<file path="config.mk">
export PLATFORM = sky130hd
export DESIGN_NAME = matmul_tile_scheduler
export DESIGN_NICKNAME = d
export VERILOG_FILES = /design/src/rtl/matmul_pkg.sv /design/src/rtl/matmul_tile_counter.sv /design/src/rtl/matmul_tile_scheduler.sv
export SDC_FILE = /design/constraint.sdc
export NUM_CORES = 1
export LEC_CHECK = 0
export CORE_MARGIN = 2
export CORE_UTILIZATION = 55
export CTS_BUF_LIST = sky130_fd_sc_hd__clkbuf_8 sky130_fd_sc_hd__clkbuf_16
export DETAILED_ROUTE_END_ITERATION = 8
export PLACE_DENSITY_LB_ADDON = 0.12
export SLEW_MARGIN = 20
export SYNTH_ARGS = -nofsm -noshare
export SYNTH_HDL_FRONTEND = slang
export SYNTH_SLANG_ARGS = --single-unit
</file>
<file path="constraint.sdc">
create_clock -name clk -period 3.9 [get_ports clk]
set_input_delay 0.39 -clock clk [delete_from_list [all_inputs] [get_ports clk]]
set_output_delay 0.39 -clock clk [all_outputs]
set_load 0.05 [all_outputs]
</file>
<file path="src/rtl/matmul_pkg.sv">
// Shared definitions for the matrix-multiply tile scheduler: defaults and FSM state encoding.
package matmul_pkg;

  localparam int CORE_COUNT_DEF = 4;
  localparam int DIM_W_DEF      = 5;

  typedef enum logic [2:0] {
    ST_IDLE  = 3'd0,
    ST_CLEAR = 3'd1,
    ST_ACCUM = 3'd2,
    ST_DRAIN = 3'd3,
    ST_WRITE = 3'd4,
    ST_DONE  = 3'd5
  } state_t;

endpackage

</file>
<file path="src/rtl/matmul_tile_counter.sv">
// Output-tile position tracker: row / column-base advance, last-tile detect and write-back mask.
module matmul_tile_counter
  import matmul_pkg::*;
#(
  parameter int CORE_COUNT = CORE_COUNT_DEF,
  parameter int DIM_W      = DIM_W_DEF
) (
  input  logic                  clk,
  input  logic                  rst,
  input  logic                  init,
  input  logic                  advance,
  input  logic [DIM_W-1:0]      rows,
  input  logic [DIM_W-1:0]      cols,
  output logic [DIM_W-1:0]      row_nxt,
  output logic [DIM_W-1:0]      col_nxt,
  output logic [CORE_COUNT-1:0] mask_nxt,
  output logic                  last_tile
);

  localparam int SUM_W = DIM_W + 1;

  logic [DIM_W-1:0] row_r;
  logic [DIM_W-1:0] col_r;
  logic [SUM_W-1:0] col_sum_s;
  logic             wrap_s;

  // Next tile position; the column sum is one bit wider so it never wraps.
  always_comb begin
    col_sum_s = {1'b0, col_r} + SUM_W'(CORE_COUNT);
    wrap_s    = (col_sum_s >= {1'b0, cols});
    last_tile = wrap_s && (row_r == (rows - DIM_W'(1)));
    row_nxt   = row_r;
    col_nxt   = col_r;
    mask_nxt  = '0;
    if (init) begin
      row_nxt = '0;
      col_nxt = '0;
    end else if (advance) begin
      if (wrap_s) begin
        row_nxt = row_r + DIM_W'(1);
        col_nxt = '0;
      end else begin
        row_nxt = row_r;
        col_nxt = col_sum_s[DIM_W-1:0];
      end
    end else begin
      row_nxt = row_r;
      col_nxt = col_r;
    end
    for (int i = 0; i < CORE_COUNT; i++) begin
      mask_nxt[i] = (({1'b0, col_nxt} + SUM_W'(i)) < {1'b0, cols});
    end
  end

  // Position registers.
  always_ff @(posedge clk or posedge rst) begin
    if (rst) begin
      row_r <= '0;
      col_r <= '0;
    end else begin
      row_r <= row_nxt;
      col_r <= col_nxt;
    end
  end

endmodule

</file>
<file path="src/rtl/matmul_tile_scheduler.sv">
// Stallable sequencer stepping the MAC array over output tiles of C = A x B with handshaked write-back.
module matmul_tile_scheduler
  import matmul_pkg::*;
#(
  parameter int CORE_COUNT = CORE_COUNT_DEF,
  parameter int DIM_W      = DIM_W_DEF,
  parameter int MAC_LAT    = 1
) (
  input  logic                  clk,
  input  logic                  rst,
  input  logic                  start,
  input  logic [DIM_W-1:0]      cfg_rows,
  input  logic [DIM_W-1:0]      cfg_inner,
  input  logic [DIM_W-1:0]      cfg_cols,
  output logic                  busy,
  output logic                  done,
  output logic [DIM_W-1:0]      a_row,
  output logic [DIM_W-1:0]      a_col,
  output logic [DIM_W-1:0]      b_col_base,
  output logic                  mac_clr,
  output logic                  mac_en,
  output logic                  wb_valid,
  input  logic                  wb_ready,
  output logic [DIM_W-1:0]      wb_row,
  output logic [DIM_W-1:0]      wb_col_base,
  output logic [CORE_COUNT-1:0] wb_mask
);

  state_t                state_r, state_nxt_s;
  logic [DIM_W-1:0]      rows_r, inner_r, cols_r;
  logic [DIM_W-1:0]      k_r, k_nxt_s;
  logic [2:0]            drain_r, drain_nxt_s;
  logic                  load_cfg_s, tile_init_s, tile_adv_s, busy_nxt_s;
  logic [DIM_W-1:0]      row_nxt_s, col_nxt_s;
  logic [CORE_COUNT-1:0] mask_nxt_s;
  logic                  last_tile_s;

  matmul_tile_counter #(
    .CORE_COUNT (CORE_COUNT),
    .DIM_W      (DIM_W)
  ) u_tile_counter (
    .clk       (clk),
    .rst       (rst),
    .init      (tile_init_s),
    .advance   (tile_adv_s),
    .rows      (rows_r),
    .cols      (cols_r),
    .row_nxt   (row_nxt_s),
    .col_nxt   (col_nxt_s),
    .mask_nxt  (mask_nxt_s),
    .last_tile (last_tile_s)
  );

  // Next-state, inner-index and drain-counter logic.
  always_comb begin
    state_nxt_s = state_r;
    k_nxt_s     = k_r;
    drain_nxt_s = drain_r;
    load_cfg_s  = 1'b0;
    tile_init_s = 1'b0;
    tile_adv_s  = 1'b0;
    case (state_r)
      ST_IDLE: begin
        if (start) begin
          load_cfg_s = 1'b1;
          if ((cfg_rows == '0) || (cfg_inner == '0) || (cfg_cols == '0)) begin
            state_nxt_s = ST_DONE;
          end else begin
            tile_init_s = 1'b1;
            state_nxt_s = ST_CLEAR;
          end
        end else begin
          state_nxt_s = ST_IDLE;
        end
      end
      ST_CLEAR: begin
        k_nxt_s     = '0;
        state_nxt_s = ST_ACCUM;
      end
      ST_ACCUM: begin
        if (k_r == (inner_r - DIM_W'(1))) begin
          drain_nxt_s = 3'(MAC_LAT - 1);
          state_nxt_s = ST_DRAIN;
        end else begin
          k_nxt_s = k_r + DIM_W'(1);
        end
      end
      ST_DRAIN: begin
        if (drain_r == 3'd0) begin
          state_nxt_s = ST_WRITE;
        end else begin
          drain_nxt_s = drain_r - 3'd1;
        end
      end
      ST_WRITE: begin
        if (wb_ready) begin
          tile_adv_s  = 1'b1;
          state_nxt_s = last_tile_s ? ST_DONE : ST_CLEAR;
        end else begin
          state_nxt_s = ST_WRITE;
        end
      end
      ST_DONE:  state_nxt_s = ST_IDLE;
      default:  state_nxt_s = ST_IDLE;
    endcase
    busy_nxt_s = (state_nxt_s == ST_CLEAR) || (state_nxt_s == ST_ACCUM) ||
                 (state_nxt_s == ST_DRAIN) || (state_nxt_s == ST_WRITE);
  end

  // State, counters and latched job configuration.
  always_ff @(posedge clk or posedge rst) begin
    if (rst) begin
      state_r <= ST_IDLE;
      k_r     <= '0;
      drain_r <= 3'd0;
      rows_r  <= '0;
      inner_r <= '0;
      cols_r  <= '0;
    end else begin
      state_r <= state_nxt_s;
      k_r     <= k_nxt_s;
      drain_r <= drain_nxt_s;
      if (load_cfg_s) begin
        rows_r  <= cfg_rows;
        inner_r <= cfg_inner;
        cols_r  <= cfg_cols;
      end
    end
  end

  // Outputs are decoded from next state so they line up with the state they describe.
  always_ff @(posedge clk or posedge rst) begin
    if (rst) begin
      busy        <= 1'b0;
      done        <= 1'b0;
      mac_clr     <= 1'b0;
      mac_en      <= 1'b0;
      wb_valid    <= 1'b0;
      a_row       <= '0;
      a_col       <= '0;
      b_col_base  <= '0;
      wb_row      <= '0;
      wb_col_base <= '0;
      wb_mask     <= '0;
    end else begin
      busy        <= busy_nxt_s;
      done        <= (state_nxt_s == ST_DONE);
      mac_clr     <= (state_nxt_s == ST_CLEAR);
      mac_en      <= (state_nxt_s == ST_ACCUM);
      wb_valid    <= (state_nxt_s == ST_WRITE);
      a_row       <= busy_nxt_s ? row_nxt_s : '0;
      a_col       <= busy_nxt_s ? k_nxt_s : '0;
      b_col_base  <= busy_nxt_s ? col_nxt_s : '0;
      wb_row      <= (state_nxt_s == ST_WRITE) ? row_nxt_s : '0;
      wb_col_base <= (state_nxt_s == ST_WRITE) ? col_nxt_s : '0;
      wb_mask     <= (state_nxt_s == ST_WRITE) ? mask_nxt_s : '0;
    end
  end

endmodule

</file>
==> results of run 1 <==
## area by class of cell
class | instances | area (um2) | share of cell area [%]
Multi-Input combinational cell | 295 | 2010 | 41.6
Sequential cell | 70 | 1750 | 36.3
Timing Repair Buffer | 71 | 663 | 13.7
Clock buffer | 10 | 138 | 2.85
Tap cell | 96 | 120 | 2.49
Inverter | 27 | 105 | 2.18
Clock inverter | 6 | 37.5 | 0.778
## critical path, cell delays in order, from the launching register on
cell and delay, ps:
sky130_fd_sc_hd__dfrtp_1 430, sky130_fd_sc_hd__ha_1 340, sky130_fd_sc_hd__ha_1 300, sky130_fd_sc_hd__a21o_1 210, sky130_fd_sc_hd__a21oi_2 220, sky130_fd_sc_hd__o21ai_2 150, sky130_fd_sc_hd__a21oi_2 240, sky130_fd_sc_hd__nand2_2 150
sky130_fd_sc_hd__ha_1 240, sky130_fd_sc_hd__a21oi_2 180, sky130_fd_sc_hd__xor2_1 160, sky130_fd_sc_hd__ha_1 260, sky130_fd_sc_hd__nor2b_1 130, sky130_fd_sc_hd__o21ai_0 160, sky130_fd_sc_hd__nand2b_1 90, sky130_fd_sc_hd__a211oi_1 220
sky130_fd_sc_hd__o211a_1 180
## path summary, 6_finish.rpt
kind | start | endpoint | slack, ps | cells past startpoint
max in group asynchronous | rst | inner_r[2] | 2690 | 3
setup / recovery | u_tile_counter.col_r[2] | wb_mask[3] | 180 | 16
min in group asynchronous | rst | u_tile_counter.col_r[3] | 520 | 2
hold reg to reg | drain_r[1] | drain_r[1] | 490 | 1
setup reg to reg | u_tile_counter.col_r[2] | wb_mask[3] | 180 | 16
hold / removal | drain_r[1] | drain_r[1] | 490 | 1
## per-layer routing
layer / wire (um) / vias to the layer above
li1: - / 1557
met1: 4080 / 1547
met2: 4120 / 145
met3: 674 / 17
met4: 155 / 0
met5: 0 / -
## power groups by stage
| stage | sequential [mW] | clock [mW] | combinational (mW) |
|---|---|---|---|
| after floorplan | 1.22 | 0 | 1.02 |
| after global placement | 1.03 | 0 | 1.62 |
| after detailed placement | 1.03 | 0 | 1.67 |
| after CTS | 1.02 | 0.534 | 1.68 |
| after global routing | 1.05 | 0.566 | 1.95 |
| final | 1.02 | 0.525 | 1.77 |
## state kept, by name, summed over array words and instances, names as in the netlist, 3 cells and up
name                  cells
a_col                     5
a_row                     5
b_col_base                5
cols_r                    5
drain_r                   3
inner_r                   5
k_r                       5
rows_r                    5
state_r                   3
u_tile_counter.col_r      5
u_tile_counter.row_r      5
wb_col_base               5
wb_mask                   4
wb_row                    5
## logic make-up (layout without fill, tap and decap cells)
family	Yosys count	after routing
adders and majority gates	32	32
muxes	5	5
DFF	70	70
and+or+nand+nor	150	150
buffers and inverters	40	114
AOI/OAI and AO/OA	87	87
xor gates and xnor gates	21	21
## cells in the final DEF (no fill, tap or decap), types with 9 or more instances in the layout
| cell type | synthesis | layout |
|---|---|---|
| sky130_fd_sc_hd__clkbuf_8 | 0 | 10 |
| sky130_fd_sc_hd__nor2_1 | 26 | 26 |
| sky130_fd_sc_hd__xnor2_1 | 12 | 12 |
| sky130_fd_sc_hd__inv_1 | 26 | 23 |
| sky130_fd_sc_hd__nor3_1 | 12 | 12 |
| sky130_fd_sc_hd__o21ai_0 | 19 | 19 |
| sky130_fd_sc_hd__ha_1 | 32 | 32 |
| sky130_fd_sc_hd__clkdlybuf4s50_1 | 0 | 52 |
| sky130_fd_sc_hd__xor2_1 | 9 | 9 |
| sky130_fd_sc_hd__nand2_1 | 59 | 58 |
| sky130_fd_sc_hd__nand3_1 | 14 | 14 |
| sky130_fd_sc_hd__dfrtp_1 | 70 | 70 |
| sky130_fd_sc_hd__buf_4 | 1 | 19 |
| sky130_fd_sc_hd__a21oi_1 | 16 | 13 |
## timing repair
item                                    in CTS  in global routing
endpoints found under the setup margin       2                  3
gates resized for setup                      1                  7
buffers inserted                             0                  5
pin swaps                                    0                  1
==> results summary, run 1 <==
The overall power came out at 3.32 mW. The multiplexer share of the synthesized area came out at 1.31%. In the post-synthesis netlist, the biggest area contributors are sky130_fd_sc_hd__dfrtp_1 45%, sky130_fd_sc_hd__ha_1 10%, sky130_fd_sc_hd__nand2_1 5.7%. The switching part of the total is 44.9%.

The number of antenna violations at the first check in global routing is 0. The final critical-path share of the clock period is 95.5%. The total number of clock tree sinks came out at 70. For this run, the leading register cell type out of synthesis is sky130_fd_sc_hd__dfrtp_1.

The tightest slew margin relative to the limit is 32.8%. The number of detailed-routing iterations run before antenna repair came out at 5. The initial standard-cell utilization of the core is 57.3%. The net count after synthesis is 456. For this run, the total global-route usage over all layers was measured as 24.8%. The number of DRC markers after the initial detailed-route iteration came out at 298.

The compound-gate portion of the synthesized area came out at 15.9%. The I/O pin count is 53. The worst setup path is launched from a flop. For this block, the via count after detailed routing is 3266. The CTS tree is built. After clock tree synthesis, the clock-pin slew on the worst setup and hold paths is 70 ps. The proportion of power drawn by the clock network came out at 15.8%.

Setup violations remaining at the end of the flow were counted as 0. During synthesis, Yosys emitted a total of 0 warnings. The overall die height came out at 88.4 um. The count of max-cap constraint violations is 0. The routing usage on met3 is 5.04%. After filler insertion, the fill cell instance count of the layout stands at 542. Summing the areas of all fa, ha and maj instances in the mapped netlist gives 10.2% of the synthesized area. The width of the die is 88.4 um. Cells fill 70.6% of the core in the end. Using the TritonRoute via totals, the vias-per-cell ratio works out to 5.68.

Of all flip-flops after synthesis, the portion carrying an async set or reset was 100%. The setup skew after layout is 16.6 ps. Sorting the synthesized cells by how often they occur yields 70 x sky130_fd_sc_hd__dfrtp_1, 59 x sky130_fd_sc_hd__nand2_1, 32 x sky130_fd_sc_hd__ha_1. The placed cell count came out at 554. The flow ran to the end, and the final reports show no timing, DRC or antenna violations. The average instance in the mapped netlist occupies 9.67 um2. The xor and xnor area share after synthesis came out at 4.69%.

The first global-routing pass estimated 14.8 mm of wire. The leakage dissipation came out at 2.30 nW. The worst-margin pin slew came out at 1010 ps. The smallest clock period supported by the final layout is computed as 3720 ps. The worst slack at placement came out at -158 ps.

The final standard cell count with taps included and fillers excluded is 575. The site row count came out at 30. The worst-skew pair later-pin latency is 350 ps.

The congestion estimate from routability-driven global placement came to 0.903. Entering global routing, the biggest net connects 54 pins. The proportion of power drawn by combinational gates is 53.4%. The detail route stage leaves a number of antenna-violating nets equal to 0. The worst hold-check path type is flop to flop. Detailed placement ended at an HPWL of 6.52 mm.

The largest family of logic cells by synthesized area is simple AND/OR/NAND/NOR gates. The ratio of cells with drive above 1 in the final layout came out at 11.7%. The cell area after technology mapping came out at 3920 um2. Once routing completed, OpenROAD measured the worst setup slack at 177 ps. For this run the aggregate overflow at the end of global routing stands at 0.

The post-cts hold buffer count is 0. The most used routing layer in global routing is met2. The highest net fanout along the worst path is 7.

The cell taking the most area after synthesis is sky130_fd_sc_hd__dfrtp_1. The area of the placeable core came out at 6830 um2. In this run the deepest clock path goes through 2 buffers. For this run, the post-layout net count is 525. The top cell type's share of synthesized area is 44.7%. The total clock buffers created by CTS is 9. The final number of hold-violating endpoints came out at 0.

In this run, distinct cell masters in the synthesized netlist total 62. The repair_antennas step left the layout with diodes totalling 0. The number of port buffers is 52. Dividing total power by cell area gives a power density of 688 nW/um2. The switching component of the power is 1.49 mW. The area of all placed cells without fillers is 4820 um2.

CTS built an H-tree with a depth of 3. The count of mapped cells out of synthesis came out at 405. Global routing consumed, on the met2 layer, 38.2% of the routing resources. The area growth from synthesis to layout is 23.1%. The arrival time of data at the critical path endpoint came out at 4000 ps. The buffer cell driving the clock tree root is sky130_fd_sc_hd__clkbuf_8.

The worst-case IR drop observed on VDD is 0.000513 V. The share of total power in sequential cells is 30.8%. Among all cell types in the netlist, the one instantiated most often is sky130_fd_sc_hd__dfrtp_1.

For this run, design rule violations remaining after detail routing come to 0. Sequential elements use 44.7% of the synthesized area. The die area is 7810 um2. The via count of the first global-routing pass is 3124. The met1 usage in global routing is 34.5%. The fraction of the mapped netlist area in simple logic gates is 18.7%.

The number of synthesized flops with an enable pin is 0. The required time at the endpoint of the critical path came out at 4180 ps. The area of placed instances came out at 4590 um2. The cell internal power dissipation is 1.83 mW. The final wirelength is 9.04 mm. The worst slack on hold paths came out at 495 ps. The setup total negative slack is 0 ps. The average wire length per cell after detail routing came out at 15.7 um.

The number of pins exceeding their max-slew limit in the final report is 0. Counting flops and latches in the post-synthesis netlist gives 70. The maximum clock rate is 269 MHz. The worst setup path is captured at a flop. The critical path in this run is classified as flop to flop.
No activity file was read; power rests on OpenSTA's default activity.
==> run 2: changes to the inputs <==
--- a/config.mk
+++ b/config.mk
@@ -8,6 +8,7 @@
 export CORE_MARGIN = 2
 export CORE_UTILIZATION = 55
 export CTS_BUF_LIST = sky130_fd_sc_hd__clkbuf_8 sky130_fd_sc_hd__clkbuf_16
+export CTS_CLUSTER_SIZE = 16
 export DETAILED_ROUTE_END_ITERATION = 8
 export PLACE_DENSITY_LB_ADDON = 0.12
 export SLEW_MARGIN = 20
==> constraint.sdc (replaced) <==
create_clock -name clk -period 3.9 [get_ports clk]
set_input_delay 0.39 -clock clk [delete_from_list [all_inputs] [get_ports clk]]
set_output_delay 0.39 -clock clk [all_outputs]
set_load 0.1 [all_outputs]
==> results of run 2 <==
Same layout as run 1 (identical final DEF). Status: completed.
Main changes from that run: total power 3.32 mW -> 3.54 mW; worst IR drop on VDD 0.000513 V -> 0.000591 V
